<file path="config.mk">
export PLATFORM = sky130hd
export DESIGN_NAME = kmap_settle_timer
export DESIGN_NICKNAME = d
export VERILOG_FILES = /design/src/rtl/kmap_settle_timer.sv
export SDC_FILE = /design/constraint.sdc
export NUM_CORES = 1
export LEC_CHECK = 0
export BUFFER_PORTS_ARGS = -buffer_cell sky130_fd_sc_hd__buf_4
export CAP_MARGIN = 10
export CORE_AREA = 4 4 41 43
export CTS_BUF_LIST = sky130_fd_sc_hd__clkbuf_8
export DETAILED_ROUTE_END_ITERATION = 6
export DIE_AREA = 0 0 45 47
export SYNTH_ARGS = -nofsm -noshare
export SYNTH_HDL_FRONTEND = slang
export SYNTH_SLANG_ARGS = --single-unit
</file>
<file path="constraint.sdc">
create_clock -name clk -period 2.2 [get_ports clk]
set_input_delay 0.44 -clock clk [delete_from_list [all_inputs] [get_ports clk]]
set_output_delay 0.44 -clock clk [all_outputs]
set_load 0.03 [all_outputs]
</file>
<file path="src/rtl/kmap_settle_timer.sv">
// Per-vector settle countdown: loaded on entry to SETTLE, expires after SETTLE cycles.
module kmap_settle_timer #(
    parameter int SETTLE = 2
) (
    input  logic clk,
    input  logic rst_n,
    input  logic load,
    input  logic run,
    output logic expired
);

    // Loading SETTLE-1 makes the zero count coincide with the last settle cycle.
    localparam logic [3:0] LOAD_VAL = 4'(SETTLE - 1);

    logic [3:0] cnt_q;
    logic [3:0] cnt_d;

    // Next count: load wins, otherwise count down while running.
    always_comb begin
        cnt_d = cnt_q;
        if (load) begin
            cnt_d = LOAD_VAL;
        end else if (run && (cnt_q != 4'd0)) begin
            cnt_d = cnt_q - 4'd1;
        end
    end

    // Count register with asynchronous clear.
    always_ff @(posedge clk or negedge rst_n) begin
        if (!rst_n) begin
            cnt_q <= 4'd0;
        end else begin
            cnt_q <= cnt_d;
        end
    end

    assign expired = (cnt_q == 4'd0);

endmodule

</file>
### Word level (Yosys, flattened, before mapping)

Cells that the tools add are included.
W data, S select, Z words.

* logic and storage cells: 8
* register bits: 4
* output and inout bits: 1
* bits of input ports: 4

* multiplexer cells: 2
* reductions and logical operators: 4
* $add $sub $neg: 1

Operators with widths (count)
* $mux W4: 2
* $logic_not A4 Y1: 1
* $reduce_bool A4 Y1: 1
* $sub A4 B1 Y4 const B: 1
* $reduce_bool A2 Y1: 1
* $logic_and A1 B1 Y1: 1

### Depth between registers and ports, before layout

Gate-level depths: netlist (run 1).

* word-level depth: 4
* gate-level depth with buffers: 5

### Worst setup path before layout (run 1)

Ideal clock, no wire load.

* path type: register to register
* start point: reg cnt_q[0]
* end point: reg cnt_q[1]
* arrival: 1.570 ns
* cell stages (with the launch flop): 6
* slack: 0.506 ns
* buffers on the path: 0
* data required time: 2.075 ns
* clock period less this slack: 1.694 ns
* cells stage by stage: dfrtp_1 > inv_1 > ha_1 > nor3b_2 > nor2b_1 > mux2_2

* cells in the longest elaborated chain, start to end: 3
* elaborated cells between the ends (all ways): 6
* classes of those cells: add/sub (1); mux (2); reduce/logical (3)

RTL lines
* from (decl): line 15 `logic [3:0] cnt_q;`
* from (signal assigned): line 33 `cnt_q <= cnt_d;`
* $sub A4 B1 Y4 or $reduce_bool A4 Y1 (tied branches): line 24, 23
* $mux W4 or $logic_and A1 B1 Y1 (tied branches): line 23 `end else if (run && (cnt_q != 4'd0)) begin`
* $mux W4 or $reduce_bool A2 Y1 (tied branches)

Several ways; a longest one is shown, not always the timed one. The select of a mux whose other input is x is not followed.
A chain may end at the register's enable or synchronous reset.

### Worst setup path after layout (run 1)

* start point: reg cnt_q[0]
* end point: out expired

* cells in the longest elaborated chain, start to end: 1

RTL lines
* $logic_not A4 Y1: line 37 `assign expired = (cnt_q == 4'd0);`
* to (decl): line 9 `output logic expired`

Every way passes these cells.

==> key figures, run 1 <==
Clock tree
  – Htree depth: 1
  – Clock latency on the worst-skew pair: around 210 ps
  – Post-cts repair resize count: 0
  – Clock Path Buffers: 2
  – Hold_buf cts: 0
  – CTS tree: built
  – CTS Sinks: 4
  – Total CTS buffers: 3
  – Clock transition at path regs: approximately 30 ps
  – Post-CTS setup buffers: 0
  – CTS Root Cell: clkbuf_8

Timing
  – Tmin final: around 1800 ps
  – Final period util: between 70% and 80%
  – Endpoints failing hold: 0
  – Worst-margin pin slew: 279 ps
  – Setup TNS: 0 ps
  – Unrepaired setup endpoints after global routing: no
  – Fin. max-slew vios: 0
  – Setup Skew: about 0.39 ps
  – Relative slew slack: slightly above 80%
  – Setup-failing EPs final: 0
  – FMAX: approximately 570 MHz

Synth
  – Sequential fraction of the synthesis area: between 40% and 50%
  – Netlist Area Pre-Place: 246 um^2
  – Proportion of synthesized area in mux cells: under 10%
  – Synth area leaders: dfrtp_1 (41%), ha_1 (10%), nor2_1 (6.1%), or4b_4 (5.6%), nor3b_2 (5.1%)
  – Yosys cell types: 14
  – Mapped Cells: 24
  – Syn Area/Cell: approximately 10 um^2
  – Synth top area share: about two fifths
  – Asr flop ratio synth: 100%
  – Post-synth top cells: dfrtp_1 (4), nor2_1 (4), inv_1 (3)
  – Xor/xnor cell area share of the yosys netlist: 0%
  – Yosys Warn Count: 0
  – Synth Flop Type: dfrtp_1
  – Largest family of logic cells by synthesized area: simple AND/OR/NAND/NOR gates
  – Synth area leader: dfrtp_1
  – Simple logic cell fraction of the synthesized area: a little under a third
  – EDFF count, synth: 0
  – Number of synthesized register bits: 4
  – Synth Net Count: 30
  – Complex-gate fraction of the synthesized area: 5.58%
  – Synth Area in Adders: approximately 10%

Finish
  – N_diodes: 0
  – Max FFs per register: 4
  – Area Overhead vs Synth: 36.5%
  – Largest registers: cnt_q (4)
  – Layout cell share with drive strength beyond 1: between 30% and 40%
  – Final Net Count: 39
  – Biggest register: cnt_q

Floorplanning
  – Height of the die: roughly 47 um
  – Initial core utilization: between 10% and 20%
  – Num rows: 13
  – Core area: 1300 um^2
  – Die Wd: around 45 um
  – I/O pin total: 5
  – Full die area: between 2000 and 2500 um^2

Power and ir drop
  – Total power: roughly 0.3 mW
  – Psw: a little over 0.07 mW
  – Peak VDD IR: around 280 uV
  – Clock share of power: between 50% and 60%
  – Lkg Pwr: between 0.15 and 0.2 nW
  – Power Density: ~900 nW/um^2
  – Switching share of power: 24.2%
  – Internal power: between 0.2 and 0.25 mW
  – Sequential Power Share: 30.0%
  – Comb power frac: about a fifth

Worst setup path
  – Crit. End Element: output pin
  – CP bufs+invs: 2
  – R2r startpoint: cnt_q[0]
  – CP delay by family, top: flip-flops
  – R2r setup slk: 720 ps
  – Worst Path Max Fanout: 4
  – Critical Path, Cell by Cell: inv_1 -> ha_1 -> nor3b_2 -> buf_4
  – Largest stage delay, worst path: roughly 380 ps
  – Data required time at the worst endpoint: around 1800 ps
  – Worst Setup Start Kind: flop
  – Critical path depth in cells: 4
  – Critical path arrival: ~1300 ps
  – CP Capture Point: expired
  – Critical setup path kind: flop to output pin
  – FF-to-FF End: cnt_q[1]
  – Critical path startpoint: cnt_q[0]
  – Reg2Reg Depth: 5
  – CP max-delay cell: dfrtp_1

Route
  – Iter 0 DRT Violations: 3
  – DRT Pass-1 Iters: 3
  – # DRC: 0
  – Vias post-DR: approximately 190
  – Routed WL: 415 um
  – Wire length per cell: 9.02 um
  – Vias/cell: slightly above 4
  – Final ANT Viol Nets: 0

Global route
  – Grt ovf: 0
  – First-pass GRT wire length: slightly below 700 um
  – Initial antenna violation count: 0
  – Vias in the first global route: roughly 180
  – Largest net degree at the start of global routing: 8
  – Tot GR Track Use: under 10%

Run status
  – Status: complete, no violations

Worst hold path
  – Min-delay worst type: input pin to async pin

Run
  – MaxCap Viol Count: 0

Placed design
  – Placer congestion estimate: 0.676
  – Port Buffers: 4
  – Final HPWL DP: about 350 um
power groups by stage:
stage | clock (mW) | combinational, mW | sequential (mW)
after floorplan | 0 | 0.0420 | 0.0894
after global placement | 0 | 0.0607 | 0.0905
after detailed placement | 0 | 0.0606 | 0.0910
after CTS | 0.156 | 0.0607 | 0.0901
after global routing | 0.164 | 0.0666 | 0.0915
final | 0.150 | 0.0592 | 0.0899
worst min path at each step:
stage,from,end,slack (ps)
2_1_floorplan,rst_n,cnt_q[0],140
3_3_place_gp,rst_n,cnt_q[2],240
3_5_place_dp,rst_n,cnt_q[3],240
4_1_cts,rst_n,cnt_q[3],10
5_1_grt,rst_n,cnt_q[3],8
6_report,rst_n,cnt_q[1],20
per-stage QoR:
stage	instances	area (um^2)	hold slack (ps)	utilization, %	worst slack [ps]
final	46	337	15.4	25.9	442
after global routing	46	337	7.74	25.9	351
after detailed placement	43	295	238	22.7	643
after floorplan	24	246	144	-	506
after global placement	43	295	237	22.7	658
after CTS	46	337	11.4	25.9	419
layout by cell type (no fill, tap or decap), drive strengths merged:
cell    Yosys  final
a31o        1      1
or3         1      1
mux2        1      1
a21oi       1      1
inv         3      3
nor2        4      4
nand2       2      2
mux2i       1      1
dfrtp       4      4
nor4        1      1
nor2b       1      1
clkbuf      0      3
buf         0      4
nor3b       1      1
or4b        1      1
ha          2      2
layout make-up:
cell class	instances	area, um^2
Timing Repair Buffer	4	30.0
Inverter	3	11.3
Multi-Input combinational cell	17	135
Fill cell	147	965
Clock buffer	3	41.3
Tap cell	15	18.8
Sequential cell	4	100
per-layer routing:
| metal | routed length [um] | vias to the layer above | track usage (%) |
|---|---|---|---|
| met2 | 167 | 7 | 5.37 |
| met3 | 51 | 2 | 3.45 |
| met1 | 182 | 81 | 5.75 |
| li1 | - | 96 | - |
| met5 | 0 | - | 0 |
| met4 | 13 | 0 | 8.77 |
cell families (layout without fill, tap and decap cells):
family                     Yosys count  count (layout)
AOI/OAI and AO/OA                    2               2
adders and majority gates            2               2
buffers and inverters                3              10
DFF                                  4               4
muxes                                2               2
and+or+nand+nor                     11              11
Note: power is estimated with default switching activity, not from simulation.
==> run 2, diff against run 1 <==
ABC_AREA = 1   (was unset)
clock period = 1.6 ns   (was 2.2 ns; I/O delays follow)
==> key figures, run 2 <==
Run status
  – Status: complete, no violations (unchanged)

Synth
  – Top-count cell post-synth: nand2_1
  – Syn Area/Cell: 7.29 um^2 (was 10.3 um^2)
  – Netlist Area Pre-Place: 255 um^2 (was 246 um^2)
  – Post-synth top cells: nand2_1 (10), inv_1 (6), dfrtp_1 (4) (was dfrtp_1 (4), nor2_1 (4), inv_1 (3))
  – Synth top area share: 39.2% (was 40.6%)
  – Asr flop ratio synth: 100% (unchanged)
  – Number of synthesized register bits: 4 (unchanged)
  – EDFF count, synth: 0 (unchanged)
  – Synth Net Count: 41 (was 30)
  – Synth Flop Type: dfrtp_1 (unchanged)
  – Synth area leaders: dfrtp_1 (39%), nand2_1 (15%), ha_1 (9.8%), inv_1 (8.8%), nand3_1 (5.9%) (was dfrtp_1 (41%), ha_1 (10%), nor2_1 (6.1%), or4b_4 (5.6%), nor3b_2 (5.1%))
  – Synth area leader: dfrtp_1 (unchanged)
  – Mapped Cells: 35 (was 24)
  – Sequential fraction of the synthesis area: 39.2% (was 40.6%)
  – Yosys cell types: 13 (was 14)
  – Yosys Warn Count: 0 (unchanged)

Route
  – Iter 0 DRT Violations: 6 (was 3)
  – Wire length per cell: 8.10 um (was 9.02 um)
  – Vias post-DR: 239 (was 186)
  – Final ANT Viol Nets: 0 (unchanged)
  – DRT Pass-1 Iters: 4 (was 3)
  – # DRC: 0 (unchanged)
  – Routed WL: 470 um (was 415 um)
  – Vias/cell: 4.12 (was 4.04)

Worst setup path
  – Reg2Reg Depth: 5 (unchanged)
  – FF-to-FF End: cnt_q[2] (was cnt_q[1])
  – Critical path startpoint: cnt_q[0] (unchanged)
  – Critical Path, Cell by Cell: inv_2 -> ha_1 -> nand2_1 -> inv_1 -> buf_4 (was inv_1 -> ha_1 -> nor3b_2 -> buf_4)
  – CP Capture Point: expired (unchanged)
  – R2r startpoint: cnt_q[0] (unchanged)
  – Critical path arrival: 1130 ps (was 1320 ps)
  – Largest stage delay, worst path: 380 ps (about the same)
  – Critical setup path kind: flop to output pin (unchanged)
  – Worst Path Max Fanout: 5 (was 4)
  – Critical path depth in cells: 5 (was 4)
  – Crit. End Element: output pin (unchanged)
  – Worst Setup Start Kind: flop (unchanged)
  – Data required time at the worst endpoint: 1280 ps (was 1760 ps)
  – CP bufs+invs: 3 (was 2)
  – R2r setup slk: 480 ps (was 720 ps)
  – CP delay by family, top: flip-flops (unchanged)
  – CP max-delay cell: dfrtp_1 (unchanged)

Global route
  – Met1 Use GR: 7.14% (was 5.75%)
  – Vias in the first global route: 232 (was 183)
  – Grt ovf: 0 (unchanged)
  – GR Util met3: 4.60% (was 3.45%)
  – Initial antenna violation count: 0 (unchanged)
  – Tot GR Track Use: 5.79% (was 5.39%)
  – Met2 Usage GRT: 7.63% (was 5.37%)
  – First-pass GRT wire length: 841 um (was 696 um)
  – Largest net degree at the start of global routing: 6 (was 8)
  – Top Usage Layer GRT: met2 (was met4)

Floorplanning
  – Initial core utilization: 19.6% (was 18.9%)
  – Height of the die: 47 um (unchanged)
  – Full die area: 2120 um^2 (unchanged)
  – Num rows: 13 (unchanged)
  – I/O pin total: 5 (unchanged)
  – Core area: 1300 um^2 (unchanged)
  – Die Wd: 45 um (unchanged)

Clock tree
  – Total CTS buffers: 3 (unchanged)
  – CTS Root Cell: clkbuf_8 (unchanged)
  – Clock Path Buffers: 2 (unchanged)
  – Htree depth: 1 (unchanged)
  – CTS Sinks: 4 (unchanged)
  – CTS tree: built (unchanged)
  – Clock transition at path regs: 30 ps (about the same)
  – Clock latency on the worst-skew pair: 210 ps (about the same)

Finish
  – Multi-input logic area: 129 um^2 (was 135 um^2)
  – Biggest register: cnt_q (unchanged)
  – Area Overhead vs Synth: 39.2% (was 36.5%)
  – Commonest non-fill, non-tap cell in the layout: nand2_1
  – Most frequent cells in the layout: nand2_1 (10), inv_1 (5), dfrtp_1 (4), buf_4 (4) (was nor2_1 (4), dfrtp_1 (4), buf_4 (4))
  – Final Net Count: 51 (was 39)
  – Register area: 100 um^2 (unchanged)
  – Largest registers: cnt_q (4) (unchanged)
  – Fin util: 27.3% (was 25.9%)
  – Filler cell count: 154 (was 147)
  – Layout cell share with drive strength beyond 1: 27.9% (was 38.7%)
  – N_diodes: 0 (unchanged)
  – Max FFs per register: 4 (unchanged)

Power and ir drop
  – Clock share of power: 47.1% (was 50.2%)
  – Internal power: 0.315 mW (was 0.227 mW)
  – Psw: 0.115 mW (was 0.0725 mW)
  – Lkg Pwr: 0.200 nW (was 0.161 nW)
  – Peak VDD IR: 534 uV (was 282 uV)
  – Switching share of power: 26.7% (was 24.2%)
  – Power Density: 1210 nW/um^2 (was 889 nW/um^2)
  – Comb power frac: 23.2% (was 19.8%)
  – Sequential Power Share: 29.7% (was 30.0%)

Timing
  – Tmin final: approximately 1500 ps
  – Fin. max-slew vios: 0 (unchanged)
  – Endpoints failing hold: 0 (unchanged)
  – Setup-failing EPs final: 0 (unchanged)
  – Hold slack: 370 ps (was 15.4 ps)
  – FMAX: between 600 and 700 MHz
  – Setup TNS: 0 ps (unchanged)
  – Relative slew slack: 83.4% (was 81.3%)
  – Unrepaired setup endpoints after global routing: no (unchanged)
  – Worst-margin pin slew: 249 ps (was 279 ps)
  – Setup Skew: 1.96 ps (was 0.390 ps)
  – Final period util: 90.9%

Run
  – MaxCap Viol Count: 0 (unchanged)

Placed design
  – Placer congestion estimate: 0.753 (was 0.676)
  – Final HPWL DP: 383 um (was 351 um)
  – Port Buffers: 4 (unchanged)

Worst hold path
  – Min-delay worst type: input pin to flop (was input pin to async pin)
-- run 2: cell count changes in the layout (fill, tap and decap cells not counted), moves of 2 or more --
cell	before	now
nand2_1	2	10
nand2_2	0	2
inv_1	3	5
inv_2	0	2
nand3_1	0	3
nor2_1	4	2
-- run 2: per-stage QoR --
stage	instance area, um^2	power [mW]	worst slack, ps	instances
final	355	0.430	146	58
after CTS	355	0.438	85.1	58
after global routing	355	0.472	11.4	58
after global placement	304	0.225	325	54
after detailed placement	304	0.227	310	54
after floorplan	255	0.198	368	35
-- run 2: area by class of cell --
class | count | area share, %
timing repair buffer | 5 | 11.3
multi-input combinational | 24 | 36.3
clock buffer | 3 | 11.6
inverter | 7 | 7.39
sequential | 4 | 28.2
tap | 15 | 5.28
-- run 2: power by group through the flow --
stage	combinational [mW]	sequential [mW]	clock, mW
2_1_floorplan	0.0731	0.125	0
3_3_place_gp	0.0973	0.128	0
3_5_place_dp	0.0989	0.128	0
4_1_cts	0.102	0.127	0.210
5_1_grt	0.119	0.130	0.224
6_report	0.0999	0.128	0.202
-- run 2: cell families (layout without fill, tap and decap cells) --
kind of cell | after synthesis | after routing | synth area share [%]
simple gates | 19 | 19 | 33.3
buf+inv | 7 | 15 | 10.3
flops | 4 | 4 | 39.2
fa+ha+maj | 2 | 2 | 9.80
compound gates | 2 | 2 | 3.92
xor+xnor | 1 | 1 | 3.43
-- run 2: routing by layer --
metal  wire, um  vias to the layer above
li1           -                      122
met1        215                      112
met2        216                        5
met3         38                        0
met4          0                        0
met5          0                        -
-- run 2: how the worst min path moves through the flow --
stage / slack, ps / start / cells after the start / end
floorplan: 20 / rst_n / 0 / cnt_q[0]
global placement: 120 / rst_n / 1 / cnt_q[3]
detailed placement: 120 / rst_n / 1 / cnt_q[3]
CTS: 370 / load / 4 / cnt_q[1]
global route: 410 / load / 4 / cnt_q[1]
finish: 370 / load / 4 / cnt_q[1]
-- run 2: timing repair --
item	CTS	global route
hold endpoints to repair	4	0
hold buffers	1	0
endpoints found under the setup margin	0	1
buffers inserted	0	0
gates resized for setup	0	1
-- run 2: worst reg2reg max path: cells and delay by family, from the launching register on --
| family | cells | cell delay [ps] |
|---|---|---|
| flops | 1 | 350 |
| compound gates | 1 | 250 |
| fa+ha+maj | 1 | 210 |
| simple gates | 2 | 190 |
| buf+inv | 1 | 70 |
